`config.mk`:
```
export PLATFORM = sky130hd
export DESIGN_NAME = renode_bus_arbiter
export DESIGN_NICKNAME = d
export VERILOG_FILES = /design/src/rtl/renode_bus_arbiter.sv
export SDC_FILE = /design/constraint.sdc
export NUM_CORES = 1
export LEC_CHECK = 0
export ABC_AREA = 1
export CORE_AREA = 10 10 242 244
export CTS_BUF_LIST = sky130_fd_sc_hd__clkbuf_2 sky130_fd_sc_hd__clkbuf_4 sky130_fd_sc_hd__clkbuf_8
export DETAILED_ROUTE_END_ITERATION = 8
export DIE_AREA = 0 0 252 254
export GPL_TIMING_DRIVEN = 0
export SETUP_SLACK_MARGIN = 0.02
export SLEW_MARGIN = 20
export SYNTH_ARGS = -nofsm -noshare
export SYNTH_HDL_FRONTEND = slang
export SYNTH_SLANG_ARGS = --single-unit
```
`constraint.sdc`:
```
create_clock -name clk -period 3.7 [get_ports clk]
set_input_delay 0.37 -clock clk [delete_from_list [all_inputs] [get_ports clk]]
set_output_delay 0.37 -clock clk [all_outputs]
set_load 0.02 [all_outputs]
```
`src/rtl/renode_bus_arbiter.sv`:
```
// Round-robin bridge from N bus-peripheral request channels to the single Renode message channel.
// Define RENODE_ARB_TIMEOUT_EN to enable the reply timeout and the stale-reply drop.
module renode_bus_arbiter #(
  parameter int ChannelsCount = 4,
  parameter int AddressWidth  = 32,
  parameter int DataWidth     = 64,
  parameter int TimeoutCycles = 1024
) (
  input  logic                                  clk,
  input  logic                                  rst_n,
  input  logic [ChannelsCount-1:0]              req_valid,
  output logic [ChannelsCount-1:0]              req_ready,
  input  logic [ChannelsCount-1:0]              req_write,
  input  logic [2*ChannelsCount-1:0]            req_size,
  input  logic [AddressWidth*ChannelsCount-1:0] req_addr,
  input  logic [DataWidth*ChannelsCount-1:0]    req_data,
  output logic [ChannelsCount-1:0]              rsp_valid,
  output logic [DataWidth-1:0]                  rsp_data,
  output logic                                  rsp_error,
  output logic                                  msg_valid,
  input  logic                                  msg_ready,
  output logic                                  msg_write,
  output logic [1:0]                            msg_size,
  output logic [AddressWidth-1:0]               msg_address,
  output logic [DataWidth-1:0]                  msg_data,
  input  logic                                  reply_valid,
  input  logic                                  reply_error,
  input  logic [DataWidth-1:0]                  reply_data
);
  localparam int         PtrW     = (ChannelsCount > 1) ? $clog2(ChannelsCount) : 1;
  localparam logic [1:0] SizeQuad = 2'd3;
  localparam bit         QuadOk   = (DataWidth == 64);

  typedef enum logic [1:0] {ST_IDLE, ST_ISSUE, ST_WAIT, ST_RESP} state_t;
  state_t state, state_nxt;

  logic [PtrW-1:0]         rr_ptr, rr_nxt, gnt_idx, cur_idx, scan_idx;
  logic                    gnt_found, size_illegal, reply_take, timeout_hit;
  logic                    g_write;
  logic [1:0]              g_size;
  logic [AddressWidth-1:0] g_addr;
  logic [DataWidth-1:0]    g_data;

  // First requesting channel at or after the round-robin pointer, plus its fields.
  always_comb begin
    // NOTE: every combinational output gets a default first so no path infers a latch.
    gnt_found = 1'b0;
    gnt_idx   = '0;
    scan_idx  = '0;
    g_write   = 1'b0;
    g_size    = '0;
    g_addr    = '0;
    g_data    = '0;
    for (int i = 0; i < ChannelsCount; i++) begin
      scan_idx = PtrW'((int'(rr_ptr) + i) % ChannelsCount);
      if (!gnt_found && req_valid[scan_idx]) begin
        gnt_found = 1'b1;
        gnt_idx   = scan_idx;
      end
    end
    for (int i = 0; i < ChannelsCount; i++) begin
      if (gnt_idx == PtrW'(i)) begin
        g_write = req_write[i];
        g_size  = req_size[2*i +: 2];
        g_addr  = req_addr[AddressWidth*i +: AddressWidth];
        g_data  = req_data[DataWidth*i +: DataWidth];
      end
    end
  end

  assign size_illegal = !QuadOk && (g_size == SizeQuad);
  assign rr_nxt       = (gnt_idx == PtrW'(ChannelsCount - 1)) ? '0 : gnt_idx + 1'b1;

  always_comb begin
    state_nxt = state;
    req_ready = '0;
    rsp_valid = '0;
    case (state)
      ST_IDLE:  if (gnt_found) state_nxt = size_illegal ? ST_RESP : ST_ISSUE;
      ST_ISSUE: if (msg_ready) state_nxt = ST_WAIT;
      ST_WAIT:  if (reply_take || timeout_hit) state_nxt = ST_RESP;
      ST_RESP:  state_nxt = ST_IDLE;
      default:  state_nxt = ST_IDLE;
    endcase
    // Channels may keep requesting through reset; the accept pulse must stay low then.
    for (int i = 0; i < ChannelsCount; i++) begin
      req_ready[i] = rst_n && (state == ST_IDLE) && gnt_found && (gnt_idx == PtrW'(i));
      rsp_valid[i] = (state == ST_RESP) && (cur_idx == PtrW'(i));
    end
  end

  assign msg_valid = (state == ST_ISSUE);

  always_ff @(posedge clk or negedge rst_n) begin
    if (!rst_n) begin
      state       <= ST_IDLE;
      rr_ptr      <= '0;
      cur_idx     <= '0;
      msg_write   <= 1'b0;
      msg_size    <= '0;
      msg_address <= '0;
      msg_data    <= '0;
      rsp_data    <= '0;
      rsp_error   <= 1'b0;
    end else begin
      // NOTE: non-blocking assignments for all state so every register samples pre-edge values.
      state <= state_nxt;
      if (state == ST_IDLE && gnt_found) begin
        cur_idx     <= gnt_idx;
        rr_ptr      <= rr_nxt;
        msg_write   <= g_write;
        msg_size    <= g_size;
        msg_address <= g_addr;
        msg_data    <= g_write ? g_data : '0;
        if (size_illegal) begin
          rsp_data  <= '0;
          rsp_error <= 1'b1;
        end
      end
      if (state == ST_WAIT) begin
        if (reply_take) begin
          rsp_data  <= msg_write ? '0 : reply_data;
          rsp_error <= reply_error;
        end else if (timeout_hit) begin
          rsp_data  <= '0;
          rsp_error <= 1'b1;
        end
      end
    end
  end

`ifdef RENODE_ARB_TIMEOUT_EN
  localparam int TW = $clog2(TimeoutCycles);

  logic [TW-1:0] wait_cnt;
  logic          stale;

  // A reply arriving after its transaction timed out belongs to nobody and is swallowed once.
  assign reply_take  = reply_valid && !stale;
  assign timeout_hit = (state == ST_WAIT) && (wait_cnt == TW'(TimeoutCycles - 1));

  always_ff @(posedge clk or negedge rst_n) begin
    if (!rst_n) begin
      wait_cnt <= '0;
      stale    <= 1'b0;
    end else begin
      wait_cnt <= (state == ST_WAIT) ? wait_cnt + 1'b1 : '0;
      if (state == ST_WAIT && timeout_hit && !reply_take) stale <= 1'b1;
      else if (stale && reply_valid)                      stale <= 1'b0;
    end
  end
`else
  assign reply_take  = reply_valid;
  assign timeout_hit = 1'b0;
`endif

endmodule

```
# Word level (Yosys, flattened, before mapping)
# Cells that the tools add are included.
[op_classes] magnitude_cmp=4 muxes=39 reduce_logical=22 n_eq_ne=12 addsub=4
[op_table] op="$mux W64" count=6
[op_table] op="$mux W32" count=4
[op_table] op="$mux W2" count=12
[op_table] op="$logic_and A1 B1 Y1" count=14
[op_table] op="$eq A2 B2 Y1 const B" count=6
[op_table] op="$lt A2 B3 Y1 const B" count=4
[op_table] op="$mux W1" count=12
[op_table] op="$bmux W1 S2" count=4
[op_table] op="$pmux W2 S4" count=1
[op_table] op="$eq A2 B1 Y1 const B" count=3
[op_table] op="$logic_not A2 Y1" count=3
[op_table] op="$add A2 B1 Y2 const B" count=2
[op_table] op="$add A2 B2 Y2 const B" count=2
[op_table] op="$ne A2 B2 Y1 const B" count=2
[op_table] op="$logic_not A1 Y1" count=3
[op_table] op="$reduce_and A3 Y1" count=1
[op_table] op="$ne A2 B1 Y1 const B" count=1
[op_table] op="$reduce_and A2 Y1" count=1
[word_totals] word_cells=90 out_inout_bits=173 inputBits=469 register_bits=170

# Longest topological paths before layout
# Gate-level depths: netlist (run 1).
[logic_depth] ltp_word=18 depth_mapped=23 mapped_depth_nobuf=21

# Worst setup path after synthesis (run 1)
# OpenSTA, ideal clock, no wires.
[synth_timing] path_type="register to output" startpoint="reg rr_ptr[0]" endpoint="out req_ready[1]" path_slack_ps=973 n_path_buf=4 t_required_ps=3330 arrival_time_ps=2357 path_stages_with_launch=19 path_cell_list="dfrtp_1 buf_6 inv_4 nand2_1 nand2_1 nand2_2 nand2_4 inv_1 nand2_1 nand2_1 nand2_1 nand3_1 inv_1 ha_1 buf_2 buf_2 buf_2 inv_1 nor2_1"
[synth_between] elab_chain_len=14 elab_cells_between_ends=28 classes_between="add/sub: 3; eq/ne: 1; mux: 16; reduce/logical: 8"
[synth_lines] item="start, declared" line_no="37" text="logic [PtrW-1:0] rr_ptr, rr_nxt, gnt_idx, cur_idx, scan_idx;"
[synth_lines] item="start signal, assigned" line_no="110" text="rr_ptr <= rr_nxt;"
[synth_lines] item="branches (longest 11 deep; another with $add A2 B1 Y2)"
[synth_lines] item="$mux W2 (*)" line_no="56" text="if (!gnt_found && req_valid[scan_idx]) begin"
[synth_lines] item="net gnt_idx[0]" line_no="37"
[synth_lines] item="$eq A2 B1 Y1 (*)" line_no="87" text="req_ready[i] = rst_n && (state == ST_IDLE) && gnt_found && (gnt_idx == PtrW'(i));"
[synth_lines] item="$logic_and A1 B1 Y1 (*)" line_no="87"
[synth_lines] item="end, declared" line_no="12" text="output logic [ChannelsCount-1:0] req_ready,"
# Mark *: on every way through the listed nets, which the timed path passes. The select of a mux whose other input is x is not followed.

# Final worst setup path (run 1)
[layout_timing] startpoint="reg rr_ptr[0]" endpoint="out req_ready[2]"
[layout_between] elab_chain_len=14 elab_cells_between_ends=28 classes_between="add/sub: 3; eq/ne: 1; mux: 16; reduce/logical: 8"
[layout_lines] item="branches (longest 11 deep; another with $add A2 B1 Y2)"
[layout_lines] item="$mux W2 (*)" line_no="56"
[layout_lines] item="net gnt_idx[1]" line_no="37"
[layout_lines] item="$eq A2 B2 Y1 (*)" line_no="87"
[layout_lines] item="$logic_and A1 B1 Y1 (*)" line_no="87"
# Marks and branches as above.

==> results of run 1 <==
==> registers in the layout, indices dropped and copies added (netlist names) <==
| signal | flops |
|---|---|
| rsp_data | 64 |
| msg_address | 32 |
| rr_ptr | 2 |
| rsp_error | 1 |
| msg_write | 1 |
| msg_data | 64 |
| msg_size | 2 |
| state | 2 |
| cur_idx | 2 |
==> what timing repair did <==
action / CTS / global route
hold buffers: 1 / 0
resized for setup: 47 / 13
hold endpoints to repair: 81 / 0
setup endpoints to repair: 73 / 16
buffers inserted: 3 / 1
pin swaps: 1 / 0
cloned: 0 / 0
==> per-layer routing <==
| metal | wire (um) | share of wire (%) |
|---|---|---|
| met5 | 27 | 0.045 |
| met4 | 1350 | 2.2 |
| met3 | 5810 | 9.6 |
| met2 | 29700 | 49 |
| met1 | 23700 | 39 |
==> final timing paths <==
| kind | startpoint | cells past startpoint | endpoint | slack, ns |
|---|---|---|---|---|
| hold / removal | rst_n | 2 | rsp_data[45] | 0.34 |
| setup reg to reg | rr_ptr[0] | 18 | msg_data[48] | 0.25 |
| max in group asynchronous | rst_n | 3 | msg_address[10] | 2.46 |
| hold reg to reg | msg_address[9] | 2 | msg_address[9] | 0.49 |
| setup / recovery | rr_ptr[0] | 17 | req_ready[2] | 0.17 |
| min in group clk | reply_data[10] | 3 | rsp_data[10] | 0.36 |
==> synth_stat cells, drive strengths merged <==
library cell,n
nor2,7
inv,27
mux2,1
o21ai,266
dfrtp,170
buf,44
a21oi,35
ha,9
clkbuf,63
or2,1
nand4,4
nand2,767
nor3,4
nand3,75
==> power by group <==
part / leakage (uW) / switching (uW) / internal, uW
Combinational: 0.00551 / 9950 / 5400
Clock: 0.000192 / 882 / 501
Sequential: 0.00221 / 436 / 2660
==> cell type report <==
class,count,share of cell area [%]
repair buffers,647,36.4
multi-input cells,1169,28.4
flip-flops and latches,170,23.9
well taps,696,4.89
plain buffers,107,3.57
clock buffers,17,1.31
clock inverters,15,0.857
inverters,27,0.583
diodes,3,0.0421
==> worst max-delay path, stage by stage (launching register included) <==
cell,delay (ns)
dfrtp_1,0.39
buf_6,0.14
inv_4,0.08
nand2_1,0.07
nand3_1,0.10
nand2_2,0.11
nor2_8,0.16
nand4_1,0.16
nand2_2,0.14
inv_1,0.07
ha_1,0.19
buf_6,0.14
inv_2,0.07
buf_12,0.15
buf_12,0.17
buf_12,0.17
nor2_4,0.06
buf_4,0.17
==> per-stage QoR <==
step | instance area, sq um | worst slack (ns) | cells | setup TNS (ns) | utilization (%)
after floorplan | 9910 | 0.973 | 1473 | 0 | -
after global placement | 17200 | -6.33 | 2810 | -953.27 | 32.1
after detailed placement | 17200 | -0.983 | 2811 | -34.14 | 32.1
after CTS | 17800 | -0.0346 | 2847 | -0.0346 | 33.1
after global routing | 17800 | -0.0681 | 2849 | -0.115 | 33.2
final | 17800 | 0.167 | 2851 | 0 | 33.2
==> kinds of logic (layout without fill, tap and decap cells) <==
logic type,count (synthesis),in the layout
AOI/OAI and AO/OA,301,301
muxes,1,1
other,0,3
DFF,170,170
buffers and inverters,134,813
adders and majority gates,9,9
and+or+nand+nor,858,858
==> out/results.ini, run 1 <==
[run_status]
outcome = finished clean

[synthesis]
ys_ff_latch = 170
synthAdderAreaFrac_pct = 1.14
synth.cell_area_sq_mm = 0.00991
syn_area_per_cell_sq_um = 6.73
synth_nets = 1951
synth_top_family_by_area = simple AND/OR/NAND/NOR gates
yosysSeqAreaShare_pct = 42.9
ys_warn_count = 0
synth_compound_gate_area_share_pct = 15.2
yosys.area.top_type = dfrtp_1
synth_xor_area_share_pct = 0
ys_types = 25
synth-simple-area-share_pct = 34.3
netlist.area_leader.share_pct = 42.9
synth.area.mux_share_pct = 0.114
synthTopCellsByArea = dfrtp_1 43%, nand2_1 29%, o21ai_0 12%, nand3_1 3.7%, clkbuf_1 2.4%
syn_inst = 1473

[setup_path]
cp_max_fo = 10
startpoint_type = register
worstPathArrival_ns = 3.16
cp-end-kind = output port
crit_required_ns = 3.33
crit_type = reg2out

[layout]
nets = 2617
drive_gt1_share_pct = 5.11
layout_common_cells = 760 x nand2_1, 636 x clkdlybuf4s50_1, 241 x o21ai_0
mostFrequentLayoutCell = nand2_1
final-seq-area_sq_mm = 0.00425
multiInputGateArea_sq_mm = 0.00507
syn2layout_area_growth_pct = 79.8
num-fill-cells = 5791

[run]
drv_cap = 0

[timing]
hold_slack_ns = 0.339
finalHoldViolations = 0
max_freq_ghz = 0.283
slew_headroom_pct = 47.2
period_minus_slack_ns = 3.53
rsz0062_at_grt = true
setup-violations-final = 0
worst_pin_slew_ns = 0.783
timing.final.crit_share_pct = 95.5
skew_ns = 0.0162
final_max_slew_viol_count = 0

[detailed_routing]
drtPass1Iterations = 5
avgRoutedWirePerCell_um = 21.3
dr.first_iter.drc_count = 731
drc_errors = 0
vias = 12600
routed_wl_um = 60600
final_antenna_net_count = 0
viasPerCell = 4.43

[grt]
antenna_found_initial = 6
grt_pass1_vias = 13200
grtUsageMet3_pct = 6.89
grt_util_met2_pct = 31.6
overflow = 0
grt_first_pass_wirelength_um = 86100
top_usage_layer = met2
grt_max_degree = 91
grt_use_met1_pct = 20.2
grt_usage_pct = 18.1

[pwr]
power_leakage_uw = 0.00791
cellPowerDensity_mw_per_mm2 = 1110
irDropWorstVdd_v = 0.000548
total_power_uw = 19800

[worst_hold_path]
min_path_type = in2async

[die]
dieArea_sq_mm = 0.0640
core.rowCount = 85
die_h_um = 254
start_util_pct = 18.5
ios = 642
fp.dieW_um = 252
core_region_area_sq_mm = 0.0536

[clock_network]
insertion_delay_ns = 0.56
clockBufferDepth = 2
numCtsBuffers = 17
clock_sinks = 170
root_buffer = clkbuf_8
cts_tree = done
path_clk_slew_ns = 0.11
htree_num_levels = 4

[placement]
dp_hpwl_um = 50100
gp_congestion = 0.939
portBuffers = 641

No activity file was read; power rests on OpenSTA's default activity.
==> inputs of run 2 (changes only) <==
Settings changed: GPL_TIMING_DRIVEN 0 to default.
==> run 2 against run 1 <==
Net effect:
- combinational power fell by 9%
- sequential share of layout area rose by 0.43 points
- worst hold slack improved by 0.025 ns
- total power fell by 7.1%
- routed wire length fell by 14%
- via count fell by 6.0%
- count of clock-buffer cells in the layout rose by 1
- cell count fell by 3.1%
- global-route usage fell by 2.5 points
- utilization fell by 0.57 points
- design area fell by 1.7%
- critical endpoint unchanged
==> out/results.ini, run 2 (synthesis gave the netlist of run 1 again) <==
[layout]
syn2layout_area_growth_pct = 76.7
layout_common_cells = 760 x nand2_1, 637 x clkdlybuf4s50_1, 241 x o21ai_0
nets = 2530  ; -3.3%
drive_gt1_share_pct = 4.02  ; -1.1 points
final_util_pct = 32.7  ; -0.57 points
top_regs = msg_data x64, rsp_data x64, msg_address x32
num-fill-cells = 5700  ; -1.6%
mostFrequentLayoutCell = nand2_1

[clock_network]
cts_setup_buffers = 0  ; -3
clockBufferDepth = 2  ; unchanged
root_buffer = clkbuf_8
path_clk_slew_ns = 0.11  ; about the same
insertion_delay_ns = 0.54  ; -0.02 ns
clock_sinks = 170  ; unchanged
cts_tree = done
htree_num_levels = 4  ; unchanged
numCtsBuffers = 17  ; unchanged

[timing]
max_freq_ghz = 0.295  ; +4.2%
finalHoldViolations = 0  ; unchanged
final_max_slew_viol_count = 0  ; unchanged
final.setup.tns_ns = 0  ; unchanged
rsz0062_at_grt = false
worst_pin_slew_ns = 1.02  ; +0.234 ns
timing.final.crit_share_pct = 91.7  ; -3.8 points
setup-violations-final = 0  ; unchanged
period_minus_slack_ns = 3.39  ; -0.141 ns
slew_headroom_pct = 31.9  ; -15 points
skew_ns = 0.0144  ; -0.00178 ns

[detailed_routing]
routed_wl_um = 51900  ; -14%
dr.first_iter.drc_count = 595  ; -19%
vias = 11900  ; -6.0%
drtPass1Iterations = 7  ; +2
viasPerCell = 4.30  ; -3.0%
final_antenna_net_count = 0  ; unchanged
avgRoutedWirePerCell_um = 18.8  ; -12%
drc_errors = 0  ; unchanged

[pwr]
total_power_uw = 18400  ; -7.1%
irDropWorstVdd_v = 0.00100  ; +83%
cellPowerDensity_mw_per_mm2 = 1050  ; -5.5%
power_leakage_uw = 0.00776  ; -2.0%

[die]
die_h_um = 254  ; unchanged
dieArea_sq_mm = 0.0640  ; unchanged
ios = 642  ; unchanged
fp.dieW_um = 252  ; unchanged
core.rowCount = 85  ; unchanged
core_region_area_sq_mm = 0.0536  ; unchanged
start_util_pct = 18.5  ; unchanged

[setup_path]
r2r_slack_ns = 0.52  ; +0.27 ns
cp-end-kind = output port
crit_required_ns = 3.33  ; about the same
crit_type = reg2out
reg2reg_to = msg_data[19]
worstPathArrival_ns = 3.02  ; -0.14 ns
critPathCapture = req_ready[2]
rr_worst_depth = 19  ; +1
crit_path_start = rr_ptr[0]
cp_max_fo = 27  ; +17
startpoint_type = register
r2r-start = rr_ptr[0]

[grt]
overflow = 0  ; unchanged
grt_pass1_vias = 12400  ; -6.3%
antenna_found_initial = 3  ; -3
grt_usage_pct = 15.7  ; -2.5 points
grt_first_pass_wirelength_um = 76700  ; -11%
grt_max_degree = 93  ; +2.2%

[run]
drv_cap = 0  ; unchanged

[worst_hold_path]
min_path_type = in2reg

[run_status]
outcome = finished clean

[placement]
dp_hpwl_um = 41000  ; -18%
portBuffers = 641  ; unchanged
gp_congestion = 0.893  ; -4.8%

==> run 2: cell types whose count changed in the layout (fill, tap and decap cells not counted), moves of 3 or more <==
cell | before | now
buf_2 | 22 | 0
buf_6 | 12 | 0
clkbuf_1 | 59 | 0
buf_1 | 3 | 0
buf_4 | 7 | 15
clkbuf_2 | 4 | 0
==> run 2: final cells by class <==
type	instances	area [sq um]	area share, %
diodes	2	5.00	0.0286
well taps	696	871	4.97
inverters	27	131	0.751
repair buffers	667	6770	38.7
multi-input cells	1169	5080	29.0
clock buffers	18	248	1.42
clock inverters	14	145	0.829
flip-flops and latches	170	4260	24.3
==> run 2: power breakdown <==
part	total (uW)	switching, uW	internal, uW
registers	3100	448	2660
clock network	1370	855	519
logic	13900	8720	5210
==> run 2: how the worst min path moves through the flow <==
stage / from / end / cells after the start
4_1_cts: reply_data[9] / rsp_data[9] / 3
3_5_place_dp: rst_n / rsp_data[58] / 1
5_1_grt: reply_data[9] / rsp_data[9] / 3
6_report: reply_data[9] / rsp_data[9] / 3
3_3_place_gp: rst_n / rsp_data[58] / 1
2_1_floorplan: rst_n / cur_idx[0] / 0
==> run 2: worst max-delay path, cell delays in order (launching register included) <==
cell,delay (ns)
dfrtp_2,0.50
inv_4,0.12
nand2_1,0.08
nand3_1,0.12
nand2_2,0.12
nor2_8,0.16
nand3_1,0.12
nand3_2,0.10
nand2_2,0.09
inv_2,0.09
ha_2,0.22
bufinv_16,0.24
buf_16,0.18
nor2_1,0.14
buf_4,0.17
==> run 2: metrics by stage <==
step | std cells | setup slack (ns) | hold WS, ns | area [sq um]
floorplan | 1473 | 0.973 | 0.0744 | 9910
detailed placement | 2725 | 0.115 | 0.272 | 17000
finish | 2763 | 0.308 | 0.364 | 17500
global route | 2762 | 0.0220 | 0.300 | 17500
global placement | 2725 | 0.278 | 0.274 | 17000
CTS | 2760 | 0.0125 | 0.289 | 17400
==> run 2: routing by layer <==
metal	wire length [um]	share of wire, %	GRT usage, %	vias to the layer above
met4	928	1.8	4.83	0
met2	25400	49	27.1	548
met3	5170	10	6.19	49
met5	0	0	0	-
li1	-	-	-	5872
met1	20400	39	17.4	5420
==> run 2: timing repair <==
item / 4_1_cts / 5_1_grt
hold buffers: 2 / 0
hold endpoints to repair: 19 / 0
setup endpoints to repair: 2 / 12
resized for setup: 3 / 8
gates cloned: 1 / 1
